`src/rtl/mp3_audio_pkg.sv`:
```
// mp3_audio_pkg: shared audio-path defaults and I2S slot encoding
package mp3_audio_pkg;
  localparam int SAMPLE_W_DEF = 16;
  localparam int FIFO_DEPTH_DEF = 8;
  localparam int SLOT_W_DEF = 32;
  typedef enum logic {SLOT_LEFT = 1'b0, SLOT_RIGHT = 1'b1} slot_e;
endpackage

```
`src/rtl/sample_fifo.sv`:
```
// sample_fifo: circular sample buffer with the head word visible without read latency
module sample_fifo #(
  parameter int W = 16,
  parameter int DEPTH = 8,
  localparam int AW = $clog2(DEPTH)
) (
  input  logic         i_clk,
  input  logic         i_rst_n,
  input  logic         i_push,
  input  logic         i_pop,
  input  logic         i_flush,
  input  logic [W-1:0] i_data,
  output logic [W-1:0] o_data,
  output logic [AW:0]  o_level,
  output logic         o_full,
  output logic         o_empty
);
  localparam logic [AW:0] FULL_LVL = (AW+1)'(DEPTH);
  logic [W-1:0] r_mem [DEPTH];
  logic [AW-1:0] r_wptr, r_rptr;
  logic [AW:0] r_level;
  logic w_push, w_pop;
  assign o_full = r_level == FULL_LVL;
  assign o_empty = r_level == '0;
  assign o_level = r_level;
  assign o_data = r_mem[r_rptr];
  assign w_push = i_push & ~o_full & ~i_flush;
  assign w_pop = i_pop & ~o_empty & ~i_flush;
  // storage needs no reset: pointers and level define which words are live
  always_ff @(posedge i_clk)
    if (w_push) r_mem[r_wptr] <= i_data;
  // pointers wrap naturally because the depth is a power of two; flush empties at once
  always_ff @(posedge i_clk)
    if (!i_rst_n || i_flush) begin
      r_wptr <= '0;
      r_rptr <= '0;
      r_level <= '0;
    end else begin
      if (w_push) r_wptr <= r_wptr + 1'b1;
      if (w_pop) r_rptr <= r_rptr + 1'b1;
      r_level <= (w_push && !w_pop) ? r_level + 1'b1 : (w_pop && !w_push) ? r_level - 1'b1 : r_level;
    end
endmodule

```
`src/rtl/i2s_sample_tx.sv`:
```
// i2s_sample_tx: buffers mono samples and serialises them as I2S data for a codec-mastered clock pair
module i2s_sample_tx
  import mp3_audio_pkg::*;
#(
  parameter int SAMPLE_W = SAMPLE_W_DEF,
  parameter int FIFO_DEPTH = FIFO_DEPTH_DEF,
  parameter int SLOT_W = SLOT_W_DEF
) (
  input  logic                         Clk,
  input  logic                         Reset_n,
  input  logic                         enable,
  input  logic [SAMPLE_W-1:0]          sample_data,
  input  logic                         sample_valid,
  output logic                         sample_ready,
  input  logic                         lrclk_i,
  input  logic                         bclk_i,
  output logic                         sdata_o,
  input  logic                         clear_underrun,
  output logic                         underrun,
  output logic [$clog2(FIFO_DEPTH):0]  fifo_level
);
  localparam int PAD_W = SLOT_W - SAMPLE_W;
  logic r_lr_s1, r_lr_s2, r_bclk_s1, r_bclk_s2, r_bclk_s3, r_lr_prev;
  logic [SLOT_W-1:0] r_shreg;
  logic [SAMPLE_W-1:0] r_cur;
  logic r_sdata, r_underrun;
  logic w_bclk_fall, w_load, w_left, w_pop, w_push, w_full, w_empty;
  logic [SAMPLE_W-1:0] w_head, w_word;
  assign w_bclk_fall = r_bclk_s3 & ~r_bclk_s2;
  assign w_load = w_bclk_fall & (r_lr_s2 != r_lr_prev);
  assign w_left = w_load & (slot_e'(r_lr_s2) == SLOT_LEFT);
  assign w_pop = w_left & enable & ~w_empty;
  assign sample_ready = enable & ~w_full;
  assign w_push = sample_valid & sample_ready;
  assign w_word = w_left ? (w_pop ? w_head : '0) : r_cur;
  assign sdata_o = r_sdata;
  assign underrun = r_underrun;
  sample_fifo #(.W(SAMPLE_W), .DEPTH(FIFO_DEPTH)) u_fifo (
    .i_clk   (Clk),
    .i_rst_n (Reset_n),
    .i_push  (w_push),
    .i_pop   (w_pop),
    .i_flush (~enable),
    .i_data  (sample_data),
    .o_data  (w_head),
    .o_level (fifo_level),
    .o_full  (w_full),
    .o_empty (w_empty)
  );
  // two-flop synchronisers plus a delayed BCLK copy; preset high so the first LRCLK fall starts a left slot
  always_ff @(posedge Clk)
    if (!Reset_n) {r_lr_s1, r_lr_s2, r_bclk_s1, r_bclk_s2, r_bclk_s3} <= '1;
    else begin
      r_lr_s1 <= lrclk_i;
      r_lr_s2 <= r_lr_s1;
      r_bclk_s1 <= bclk_i;
      r_bclk_s2 <= r_bclk_s1;
      r_bclk_s3 <= r_bclk_s2;
    end
  // on each BCLK fall either load a new slot (pad bit out first) or shift the next bit out
  always_ff @(posedge Clk)
    if (!Reset_n) begin
      r_lr_prev <= 1'b1;
      r_shreg <= '0;
      r_cur <= '0;
      r_sdata <= 1'b0;
    end else if (w_load) begin
      r_lr_prev <= r_lr_s2;
      r_shreg <= {w_word, {PAD_W{1'b0}}};
      r_sdata <= 1'b0;
      if (w_left) r_cur <= w_word;
    end else if (w_bclk_fall) begin
      r_sdata <= r_shreg[SLOT_W-1];
      r_shreg <= {r_shreg[SLOT_W-2:0], 1'b0};
    end
  // sticky underrun: a starved left load wins over a same-cycle clear
  always_ff @(posedge Clk)
    if (!Reset_n) r_underrun <= 1'b0;
    else if (w_left && enable && w_empty) r_underrun <= 1'b1;
    else if (clear_underrun) r_underrun <= 1'b0;
endmodule

```
`config.mk`:
```
export PLATFORM = sky130hd
export DESIGN_NAME = i2s_sample_tx
export DESIGN_NICKNAME = d
export VERILOG_FILES = /design/src/rtl/mp3_audio_pkg.sv /design/src/rtl/sample_fifo.sv /design/src/rtl/i2s_sample_tx.sv
export SDC_FILE = /design/constraint.sdc
export NUM_CORES = 1
export LEC_CHECK = 0
export CORE_MARGIN = 1
export CORE_UTILIZATION = 40
export CTS_BUF_LIST = sky130_fd_sc_hd__clkbuf_4 sky130_fd_sc_hd__clkbuf_8
export DETAILED_ROUTE_END_ITERATION = 10
export PLACE_DENSITY = 0.55
export SKIP_CTS_REPAIR_TIMING = 1
export SYNTH_ARGS = -nofsm -noshare
export SYNTH_HDL_FRONTEND = slang
export SYNTH_SLANG_ARGS = --single-unit
```
`constraint.sdc`:
```
create_clock -name Clk -period 2.5 [get_ports Clk]
set_clock_uncertainty 0.1 [all_clocks]
set_input_delay 0.25 -clock Clk [delete_from_list [all_inputs] [get_ports Clk]]
set_output_delay 0.25 -clock Clk [all_outputs]
set_load 0.05 [all_outputs]
```
==> flow_metrics.tcl <==
set metrics [dict create \
    final-hold-violation-count 0 \
    synth_top_area_cell "edfxtp_1" \
    antenna_violations_before_repair 0 \
    min_path_cells 2 \
    timing_max_transition_violations_final 0 \
    grt_max_degree 35 \
    reg2reg_depth 9 \
    grt_setup_unrepaired "false" \
    grt_pass1_wl_um 22800 \
    via_per_inst 5.22 \
    design_area_um2 8160 \
    fmax_mhz 428 \
    yosys_most_used_dff "edfxtp_1" \
    antenna_violation_net_count_after_detailed_routing 0 \
    power_per_cell_area_nw_per_um2 650 \
    insertedDiodeCount 0 \
    vias_in_the_first_global_route 4116 \
    worst_setup_path_end_kind "flop" \
    post_synth_most_frequent_cells "128 x edfxtp_1, 68 x nand2_1, 67 x mux2i_1" \
    detailroute.via_count 4109 \
    cellLeakagePower_nw 2.67 \
    hold_end "r_lr_s1" \
    criticalPathCategory "reg -> reg" \
    clk_pin_slew_worst_paths_ns 0.09 \
    num-nets-final 579 \
    clockBufferDepth 2 \
    timing.critical_path.from_type "flop" \
    min-delay-start "lrclk_i" \
    setup.reg_to_reg.worst_slack_ns 0.17 \
    synthTopCellsByArea "edfxtp_1 55%, dfxtp_1 15%, mux2i_1 9.6%" \
    die_y_um 134 \
    numPortBuffers 29 \
    design.core.area_um2 17200 \
    arrival_ns 2.58 \
    critical_path.reg2reg.endpoint "u_fifo.o_level[3]" \
    synth.avg_cell_area_um2 14.0 \
    hold-worst-slack_ns 0.258 \
    boundaryPins 30 \
    tritoncts "done" \
    slew_headroom_pct 49.3 \
    synth.top_cell.area_share_pct 54.7 \
    critPathMaxFanout 7 \
    sequential_share_of_the_synthesized_area_pct 69.9 \
    route.detailed.wl_per_inst_um 18.5 \
    drive_above_1_share_pct 13.2 \
    asyncSetResetFlopFracSynth_pct 0 \
    worst_skew_pair_later_pin_latency_ns 0.46 \
    row_count 48 \
    cts_sinks 181 \
    dpl_cell_area_um2 7760 \
    total_half_perimeter_wirelength_after_legalization_and_detailed_placement_um 8920 \
    worstHoldPathType "in -> reg" \
    r2r-start "u_fifo.o_level[0]" \
    ys.warnings.count 0 \
    worst_ir_drop_vdd_mv 0.521 \
    drcViolationCount 0 \
    start_util_pct 40.7 \
    yosys.cell_types.count 39 \
    netlist_area_um2 7020 \
    synth-seq-cells 181 \
    post-synth-top-count-cell "edfxtp_1" \
    wirelength_um 14600 \
    chipWidth_um 134 \
    cts_made_buffers 17 \
    globalplace.congestion 0.772 \
    fin_crit_ns 2.33 \
    synth_cells 503 \
    drt-initial-drc-count 337 \
    setup_violations 0 \
    status "completed" \
    congestion_overflow_gr 0 \
    root_buffer "clkbuf_8" \
    totalPowerFinal_mw 5.30 \
    worst_pin_slew_ns 0.761 \
    share_of_the_clock_period_used_by_the_worst_path_after_layout_pct 93.4 \
    critPathLaunch "u_fifo.o_level[0]" \
    critPathRequiredTime_ns 2.74 \
    layout_cells_excl_fill 787 \
    drtPass1Iterations 4 \
    synthToLayoutAreaGrowth_pct 16.3 \
    synth_edf_count 128 \
    syn_nets 532 \
    max_cap_viol_count 0 \
    die-area_um2 18100 \
    h_tree_levels 4 \
    groute.usage.overall_pct 17.5 \
    numPlacedInstances 756 \
]
-- cells in the final DEF, fill, tap and decap left out, drive strengths merged, types with 2 or more instances in the layout --
cell / n
nand3: 35
nor3: 2
edfxtp: 128
a22oi: 32
clkbuf: 17
clkinvlp: 3
dfxtp: 53
nor2b: 4
nor2: 22
mux2i: 67
bufinv: 2
nand2: 68
clkdlybuf4s50: 28
xor2: 3
buf: 28
clkinv: 6
o21ai: 2
a21oi: 4
and3: 3
ha: 5
o2111ai: 15
inv: 7
xnor2: 3
nand2b: 10
-- critical path: stages, from the launching register on --
cell,delay (ns)
dfxtp_4,0.39
or4_4,0.52
nand3_1,0.13
ha_1,0.20
inv_2,0.08
ha_4,0.29
nand3_1,0.10
and3_1,0.17
o21ai_0,0.15
o31ai_1,0.08
-- logic make-up (layout without fill, tap and decap cells) --
kind of cell,count (synthesis),after routing,share of synthesized area (%)
AO/OA/AOI/OAI,57,57,6.24
flip-flops,181,181,69.9
buffers and inverters,32,91,2.08
adder cells (fa/ha/maj),6,6,1.18
multiplexers,67,67,9.55
XOR/XNOR,6,6,0.749
AND/OR/NAND/NOR,154,154,10.3
-- per-layer routing --
layer  global-route usage [%]  part of all wire (%)  vias to the layer above
met5                        0                     0                        -
met4                     5.43                  0.82                        0
met3                     4.84                   4.7                        8
met2                     29.8                    50                       92
met1                     21.6                    44                     2041
li1                         -                     -                     1968
-- how the worst max path moves through the flow --
stage,to,slack [ns],cells past startpoint
finish,u_fifo.o_level[3],0.17,9
global route,u_fifo.o_level[2],0.04,9
CTS,u_fifo.o_level[3],0.04,9
floorplan,u_fifo.r_mem[6][0],-0.06,5
detailed placement,u_fifo.o_level[3],0.06,9
global placement,u_fifo.o_level[3],0.14,9
-- final cells by class --
| type | count | area (um2) |
|---|---|---|
| well taps | 225 | 282 |
| fillers | 1520 | 9070 |
| repair buffers | 56 | 566 |
| clock inverters | 14 | 135 |
| flip-flops and latches | 181 | 4910 |
| multi-input cells | 290 | 2020 |
| clock buffers | 17 | 234 |
| inverters | 4 | 15.0 |
-- registers in the layout, indices dropped and copies added (netlist names), named ones only --
signal	count
u_fifo.r_mem	128
r_lr_s1	1
r_shreg	16
u_fifo.r_rptr	3
r_lr_s2	1
r_bclk_s3	1
underrun	1
r_cur	16
u_fifo.r_wptr	3
r_lr_prev	1
r_bclk_s2	1
sdata_o	1
r_bclk_s1	1
u_fifo.o_level	4
-- report_power, final --
| group | internal, mW | switching, mW |
|---|---|---|
| sequential | 3.22 | 0.0129 |
| combinational | 0.0800 | 0.113 |
| clock | 0.874 | 1.00 |
-- through the flow --
| stage | setup TNS [ns] | util [%] | worst slack (ns) |
|---|---|---|---|
| 3_5_place_dp | 0 | 45.0 | 0.0641 |
| 3_3_place_gp | 0 | 45.0 | 0.138 |
| 6_report | 0 | 47.4 | 0.165 |
| 2_1_floorplan | -4.18 | - | -0.0596 |
| 4_1_cts | 0 | 47.1 | 0.0352 |
| 5_1_grt | 0 | 47.4 | 0.0389 |
(Power assumes the default switching activity.)
